**config.mk**
```make
export PLATFORM = sky130hd
export DESIGN_NAME = telemetry_link_supervisor
export DESIGN_NICKNAME = d
export VERILOG_FILES = /design/src/rtl/telemetry_link_supervisor.sv
export SDC_FILE = /design/constraint.sdc
export NUM_CORES = 1
export LEC_CHECK = 0
export BUFFER_PORTS_ARGS = -buffer_cell sky130_fd_sc_hd__buf_2
export CAP_MARGIN = 15
export CORE_UTILIZATION = 65
export DETAILED_ROUTE_END_ITERATION = 7
export PLACE_DENSITY = 0.87
export SETUP_SLACK_MARGIN = 0.2
export SYNTH_ARGS = -nofsm -noshare
export SYNTH_HDL_FRONTEND = slang
export SYNTH_SLANG_ARGS = --single-unit
```
**constraint.sdc**
```tcl
create_clock -name clk_128M -period 4.7 [get_ports clk_128M]
set_clock_uncertainty 0.2 [all_clocks]
set_input_delay 1.41 -clock clk_128M [delete_from_list [all_inputs] [get_ports clk_128M]]
set_output_delay 1.41 -clock clk_128M [all_outputs]
set_load 0.005 [all_outputs]
```
**src/rtl/telemetry_link_supervisor.sv**
```systemverilog
// Telemetry receive-path supervisor: MMCM reset/lock sequencing, GT realign,
// frame-stream qualification, link up/down decision and bounded retry with fault latch.
module telemetry_link_supervisor #(
  parameter logic [15:0] G_RST_PULSE    = 16'd64,
  parameter logic [19:0] G_LOCK_WAIT    = 20'hfffff,
  parameter logic [15:0] G_GOOD_CNT     = 16'd1024,
  parameter logic [7:0]  G_ERR_LIMIT    = 8'd4,
  parameter logic [15:0] G_SYNC_TIMEOUT = 16'hffff,
  parameter logic [7:0]  G_MAX_RETRY    = 8'd16
) (
  input  logic        clk_128M,
  input  logic        rst_128M_n,
  input  logic        pll_locked_in,
  input  logic        frame_toggle_in,
  input  logic        frame_ok_in,
  input  logic        clear_fault_in,
  output logic        mmcm_rst_out,
  output logic        gt_realign_out,
  output logic        link_up_out,
  output logic        fault_out,
  output logic [2:0]  state_out,
  output logic [7:0]  retry_cnt_out,
  output logic [15:0] err_cnt_out
);

  // state     | meaning
  // IDLE      | one cycle after reset release
  // RESET_PLL | MMCM held in reset for G_RST_PULSE cycles
  // WAIT_LOCK | waiting for synchronized MMCM lock
  // ACQUIRE   | GT realigned, counting consecutive good frames
  // LINKED    | link up, watching bad-frame run and idle timer
  // FAULT     | retry budget exhausted, waits for clear_fault_in
  localparam logic [2:0] S_IDLE      = 3'd0;
  localparam logic [2:0] S_RESET_PLL = 3'd1;
  localparam logic [2:0] S_WAIT_LOCK = 3'd2;
  localparam logic [2:0] S_ACQUIRE   = 3'd3;
  localparam logic [2:0] S_LINKED    = 3'd4;
  localparam logic [2:0] S_FAULT     = 3'd5;

  logic lock_s1_q, lock_s2_q, tog_s1_q, tog_s2_q, tog_prev_q, ok_s1_q, ok_s2_q;
  logic frame_evt, frame_ok;

  logic [2:0]  state_q, state_d;
  logic [19:0] tmr_q, tmr_d;
  logic [15:0] good_q, good_d;
  logic [7:0]  bad_q, bad_d;
  logic [15:0] err_q, err_d;
  logic [7:0]  retry_q, retry_d;
  logic        mmcm_rst_q, mmcm_rst_d;
  logic        realign_q, realign_d;
  logic        link_up_q, link_up_d;
  logic        fault_q, fault_d;
  logic        retry_evt, enter;
  logic [2:0]  retry_tgt;

  always_ff @(posedge clk_128M or negedge rst_128M_n) begin
    if (!rst_128M_n) begin
      lock_s1_q  <= 1'b0;
      lock_s2_q  <= 1'b0;
      tog_s1_q   <= 1'b0;
      tog_s2_q   <= 1'b0;
      tog_prev_q <= 1'b0;
      ok_s1_q    <= 1'b0;
      ok_s2_q    <= 1'b0;
    end else begin
      lock_s1_q  <= pll_locked_in;
      lock_s2_q  <= lock_s1_q;
      tog_s1_q   <= frame_toggle_in;
      tog_s2_q   <= tog_s1_q;
      tog_prev_q <= tog_s2_q;
      ok_s1_q    <= frame_ok_in;
      ok_s2_q    <= ok_s1_q;
    end
  end

  assign frame_evt = tog_s2_q ^ tog_prev_q;
  assign frame_ok  = ok_s2_q;

  always_comb begin
    state_d   = state_q;
    tmr_d     = tmr_q;
    good_d    = good_q;
    bad_d     = bad_q;
    err_d     = err_q;
    retry_d   = retry_q;
    retry_evt = 1'b0;
    retry_tgt = state_q;
    enter     = 1'b0;

    case (state_q)
      S_IDLE: begin
        state_d = S_RESET_PLL;
        enter   = 1'b1;
      end
      S_RESET_PLL: begin
        if (tmr_q == 20'd0) begin
          state_d = S_WAIT_LOCK;
          enter   = 1'b1;
        end else begin
          tmr_d = tmr_q - 20'd1;
        end
      end
      S_WAIT_LOCK: begin
        if (lock_s2_q) begin
          state_d = S_ACQUIRE;
          enter   = 1'b1;
        end else if (tmr_q == 20'd0) begin
          retry_evt = 1'b1;
          retry_tgt = S_RESET_PLL;
        end else begin
          tmr_d = tmr_q - 20'd1;
        end
      end
      S_ACQUIRE: begin
        // lock loss outranks frame and timeout events
        if (!lock_s2_q) begin
          retry_evt = 1'b1;
          retry_tgt = S_RESET_PLL;
        end else if (frame_evt) begin
          tmr_d = {4'd0, G_SYNC_TIMEOUT - 16'd1};
          if (!frame_ok) begin
            good_d = 16'd0;
          end else if (good_q + 16'd1 == G_GOOD_CNT) begin
            state_d = S_LINKED;
            enter   = 1'b1;
          end else begin
            good_d = good_q + 16'd1;
          end
        end else if (tmr_q == 20'd0) begin
          retry_evt = 1'b1;
          retry_tgt = S_ACQUIRE;
        end else begin
          tmr_d = tmr_q - 20'd1;
        end
      end
      S_LINKED: begin
        if (!lock_s2_q) begin
          retry_evt = 1'b1;
          retry_tgt = S_RESET_PLL;
        end else if (frame_evt) begin
          tmr_d = {4'd0, G_SYNC_TIMEOUT - 16'd1};
          if (frame_ok) begin
            bad_d = 8'd0;
          end else begin
            if (err_q != 16'hffff) err_d = err_q + 16'd1;
            if (bad_q + 8'd1 == G_ERR_LIMIT) begin
              retry_evt = 1'b1;
              retry_tgt = S_ACQUIRE;
            end else begin
              bad_d = bad_q + 8'd1;
            end
          end
        end else if (tmr_q == 20'd0) begin
          retry_evt = 1'b1;
          retry_tgt = S_ACQUIRE;
        end else begin
          tmr_d = tmr_q - 20'd1;
        end
      end
      S_FAULT: begin
        if (clear_fault_in) begin
          retry_d = 8'd0;
          state_d = S_RESET_PLL;
          enter   = 1'b1;
        end
      end
      default: begin
        state_d = S_IDLE;
      end
    endcase

    if (retry_evt) begin
      retry_d = (retry_q == 8'hff) ? 8'hff : retry_q + 8'd1;
      state_d = (retry_d > G_MAX_RETRY) ? S_FAULT : retry_tgt;
      enter   = 1'b1;
    end

    // every fresh occupancy reloads its timer and clears its run counters
    if (enter) begin
      case (state_d)
        S_RESET_PLL: tmr_d = {4'd0, G_RST_PULSE - 16'd1};
        S_WAIT_LOCK: tmr_d = G_LOCK_WAIT - 20'd1;
        S_ACQUIRE: begin
          tmr_d  = {4'd0, G_SYNC_TIMEOUT - 16'd1};
          good_d = 16'd0;
        end
        S_LINKED: begin
          tmr_d = {4'd0, G_SYNC_TIMEOUT - 16'd1};
          bad_d = 8'd0;
        end
        default: tmr_d = 20'd0;
      endcase
    end

    mmcm_rst_d = (state_d == S_RESET_PLL);
    realign_d  = enter && (state_d == S_ACQUIRE);
    link_up_d  = (state_d == S_LINKED);
    fault_d    = (state_d == S_FAULT);
  end

  always_ff @(posedge clk_128M or negedge rst_128M_n) begin
    if (!rst_128M_n) begin
      state_q    <= S_IDLE;
      tmr_q      <= 20'd0;
      good_q     <= 16'd0;
      bad_q      <= 8'd0;
      err_q      <= 16'd0;
      retry_q    <= 8'd0;
      mmcm_rst_q <= 1'b0;
      realign_q  <= 1'b0;
      link_up_q  <= 1'b0;
      fault_q    <= 1'b0;
    end else begin
      state_q    <= state_d;
      tmr_q      <= tmr_d;
      good_q     <= good_d;
      bad_q      <= bad_d;
      err_q      <= err_d;
      retry_q    <= retry_d;
      mmcm_rst_q <= mmcm_rst_d;
      realign_q  <= realign_d;
      link_up_q  <= link_up_d;
      fault_q    <= fault_d;
    end
  end

  assign mmcm_rst_out   = mmcm_rst_q;
  assign gt_realign_out = realign_q;
  assign link_up_out    = link_up_q;
  assign fault_out      = fault_q;
  assign state_out      = state_q;
  assign retry_cnt_out  = retry_q;
  assign err_cnt_out    = err_q;

endmodule

```
==> impl_metrics.json <==
{
  "rsz0062_at_grt": "false",
  "htreeDepth": 3,
  "hold_buffers": 0,
  "synth-edff-count": 0,
  "gr-total-overflow": 0,
  "antenna_found_initial": 0,
  "ir_drop_mv": 0.370,
  "path_class": "flip-flop to flip-flop",
  "cpMaxStageDelayCell": "nand3b_1",
  "antenna_left": 0,
  "netlist-cell-type-count": 69,
  "fmax_ghz": 0.277,
  "post_cts_buffers": 0,
  "layout_common_cells": "dfrtp_1, nor2_1, a21oi_1",
  "worstHoldStart": "ok_s1_q",
  "avgSynthCellArea_um2": 8.85,
  "fin_crit_sh_pct": 76.9,
  "dr.pass1.iters": 5,
  "fp.dieH_um": 88.2,
  "grt_pass1_wl_um": 17900,
  "io_pins": 37,
  "path_cells": "xor2_1 > nand3_1 > nor2_1 > nand4_1 > nand3b_1 > nor2b_2 > a21oi_1",
  "grt_use_total_pct": 29.5,
  "cts_buffers": 9,
  "grt_max_degree": 83,
  "initial_utilization_pct": 67.0,
  "die_w_um": 88.2,
  "cts_sinks": 82,
  "cts_resized": 0,
  "clk_latency_ps": 360,
  "vias_per_cell": 6.47,
  "synthToLayoutAreaGrowth_pct": 8.73,
  "wire_per_inst_um": 16.3,
  "place_congestion": 0.948,
  "power_density_nw_per_um2": 473,
  "dr_total_vias": 4356,
  "status": "completed",
  "maxCapViolCount": 0,
  "synth_ff_type": "dfrtp_1",
  "met2_usage_pct": 48.3,
  "hold_class": "flip-flop to flip-flop",
  "finalSetupViolCount": 0,
  "critPathRequiredTime_ps": 4710,
  "ys_seq_area_share_pct": 42.5,
  "rows": 31,
  "cts.clk_slew.worst_paths_ps": 80,
  "cp-startpoint": "tog_prev_q",
  "arrival_ps": 3630,
  "maxSlewViolCount": 0,
  "final_util_pct": 72.8,
  "cpPeakStageDelay_ps": 700,
  "port_buffers": 36,
  "async_flop_share_pct": 100,
  "fin_area_um2": 5250,
  "synthCells": 546,
  "routed_wl_um": 11000,
  "slew_headroom_pct": 33.2,
  "synth_seq_cells": 82,
  "timing.rr.start": "tog_prev_q",
  "core_um2": 7210,
  "dieArea_um2": 7780,
  "grt_use_met3_pct": 5.97,
  "gr-usage-met1_pct": 37.2,
  "tritoncts": "done",
  "n_antenna_cell": 0,
  "top_usage_layer": "met2",
  "nets": 580,
  "crit_path_end_kind": "flip-flop",
  "final_hold_viol_count": 0,
  "drt-initial-drc-count": 270,
  "yosys_warnings": 0,
  "root_buffer": "clkbuf_8",
  "synthesis.area_um2": 4830,
  "placedInstanceArea_um2": 5030,
  "leakagePower_nw": 2.24,
  "clockBufferDepth": 2,
  "max_slew.worst_pin.slew_ps": 1000,
  "final_common_cell": "dfrtp_1",
  "finalCriticalPeriod_ps": 3620,
  "total_power_mw": 2.48,
  "worstPathMaxFanout": 20,
  "hpwl_um": 7530,
  "grt_pass1_vias": 4070,
  "syn_nets": 557,
  "fin_tns_setup_ps": 0,
  "nFillCells": 566,
  "drcViolationCount": 0,
  "critPathLaunchType": "flip-flop",
  "drive_above_1_share_pct": 15.0
}
==> metrics by stage <==
stage / setup WS (ps) / hold slack, ps / std cells
finish: 1080 / 153 / 673
global route: 871 / 173 / 673
CTS: 1170 / 156 / 673
detailed placement: 1200 / 136 / 657
global placement: 1370 / 132 / 657
floorplan: 1620 / 131 / 546
==> cells by family after synthesis <==
kind of cell / after synthesis / share of synthesized area, %
DFF: 82 / 42.5
buffers and inverters: 34 / 3.08
and+or+nand+nor: 236 / 25.8
xor gates and xnor gates: 28 / 5.08
adders and majority gates: 5 / 1.29
AOI/OAI and AO/OA: 155 / 20.9
muxes: 6 / 1.37
==> critical path: cells and delay by family (launching register included) <==
family	cells	cell delay (ps)
flip-flops	1	410
XOR/XNOR	1	480
AND/OR/NAND/NOR	5	2270
AO/OA/AOI/OAI	1	100
==> layer usage <==
layer | routed length, um | share of wire, %
met5 | 0 | 0
met4 | 296 | 2.7
met3 | 535 | 4.9
met2 | 5380 | 49
met1 | 4790 | 44
==> Yosys cell counts, types with 9 or more instances <==
master,n,area [um2]
clkbuf_1,14,52.6
a31oi_1,12,75.1
nor3_1,19,95.1
nand3_1,26,130
buf_2,9,45.0
dfrtp_1,82,2050
nand2_1,32,120
a21oi_1,49,245
and3_1,13,81.3
nor2_1,71,267
o21ai_0,36,180
xnor2_1,21,184
nand4_1,14,87.6
==> final cells by class <==
class / count / area (um2) / area share (%)
clock inverter: 6 / 91.3 / 1.74
sequential: 82 / 2050 / 39.1
inverter: 8 / 30.0 / 0.572
multi-input combinational: 430 / 2630 / 50.1
tap: 99 / 124 / 2.36
timing repair buffer: 38 / 198 / 3.76
clock buffer: 10 / 128 / 2.43
==> worst paths after layout <==
path,end,slack (ps),depth (start not counted)
worst max register to register,tmr_q[4],1080,7
max in group asynchronous,tmr_q[18],2640,1
worst min-delay path,frame_ok,150,0
worst min register to register,frame_ok,150,0
worst max-delay path,tmr_q[4],1080,7
min in group asynchronous,good_q[11],1020,1
==> report_power, final <==
| group | leakage, nW | switching, mW | total [mW] | internal [mW] |
|---|---|---|---|---|
| clock | 0.110 | 0.259 | 0.560 | 0.301 |
| combinational | 1.07 | 0.557 | 0.906 | 0.349 |
| sequential | 1.07 | 0.180 | 1.02 | 0.838 |
| total | 2.24 | 0.996 | 2.48 | 1.49 |
==> state kept, by name, indices dropped and copies added (netlist names), 3 cells and up <==
register and flops:
err_cnt_out 16, retry_cnt_out 8, tmr_q 20, bad_q 8, state_out 3, good_q 16
(Power assumes the default switching activity.)
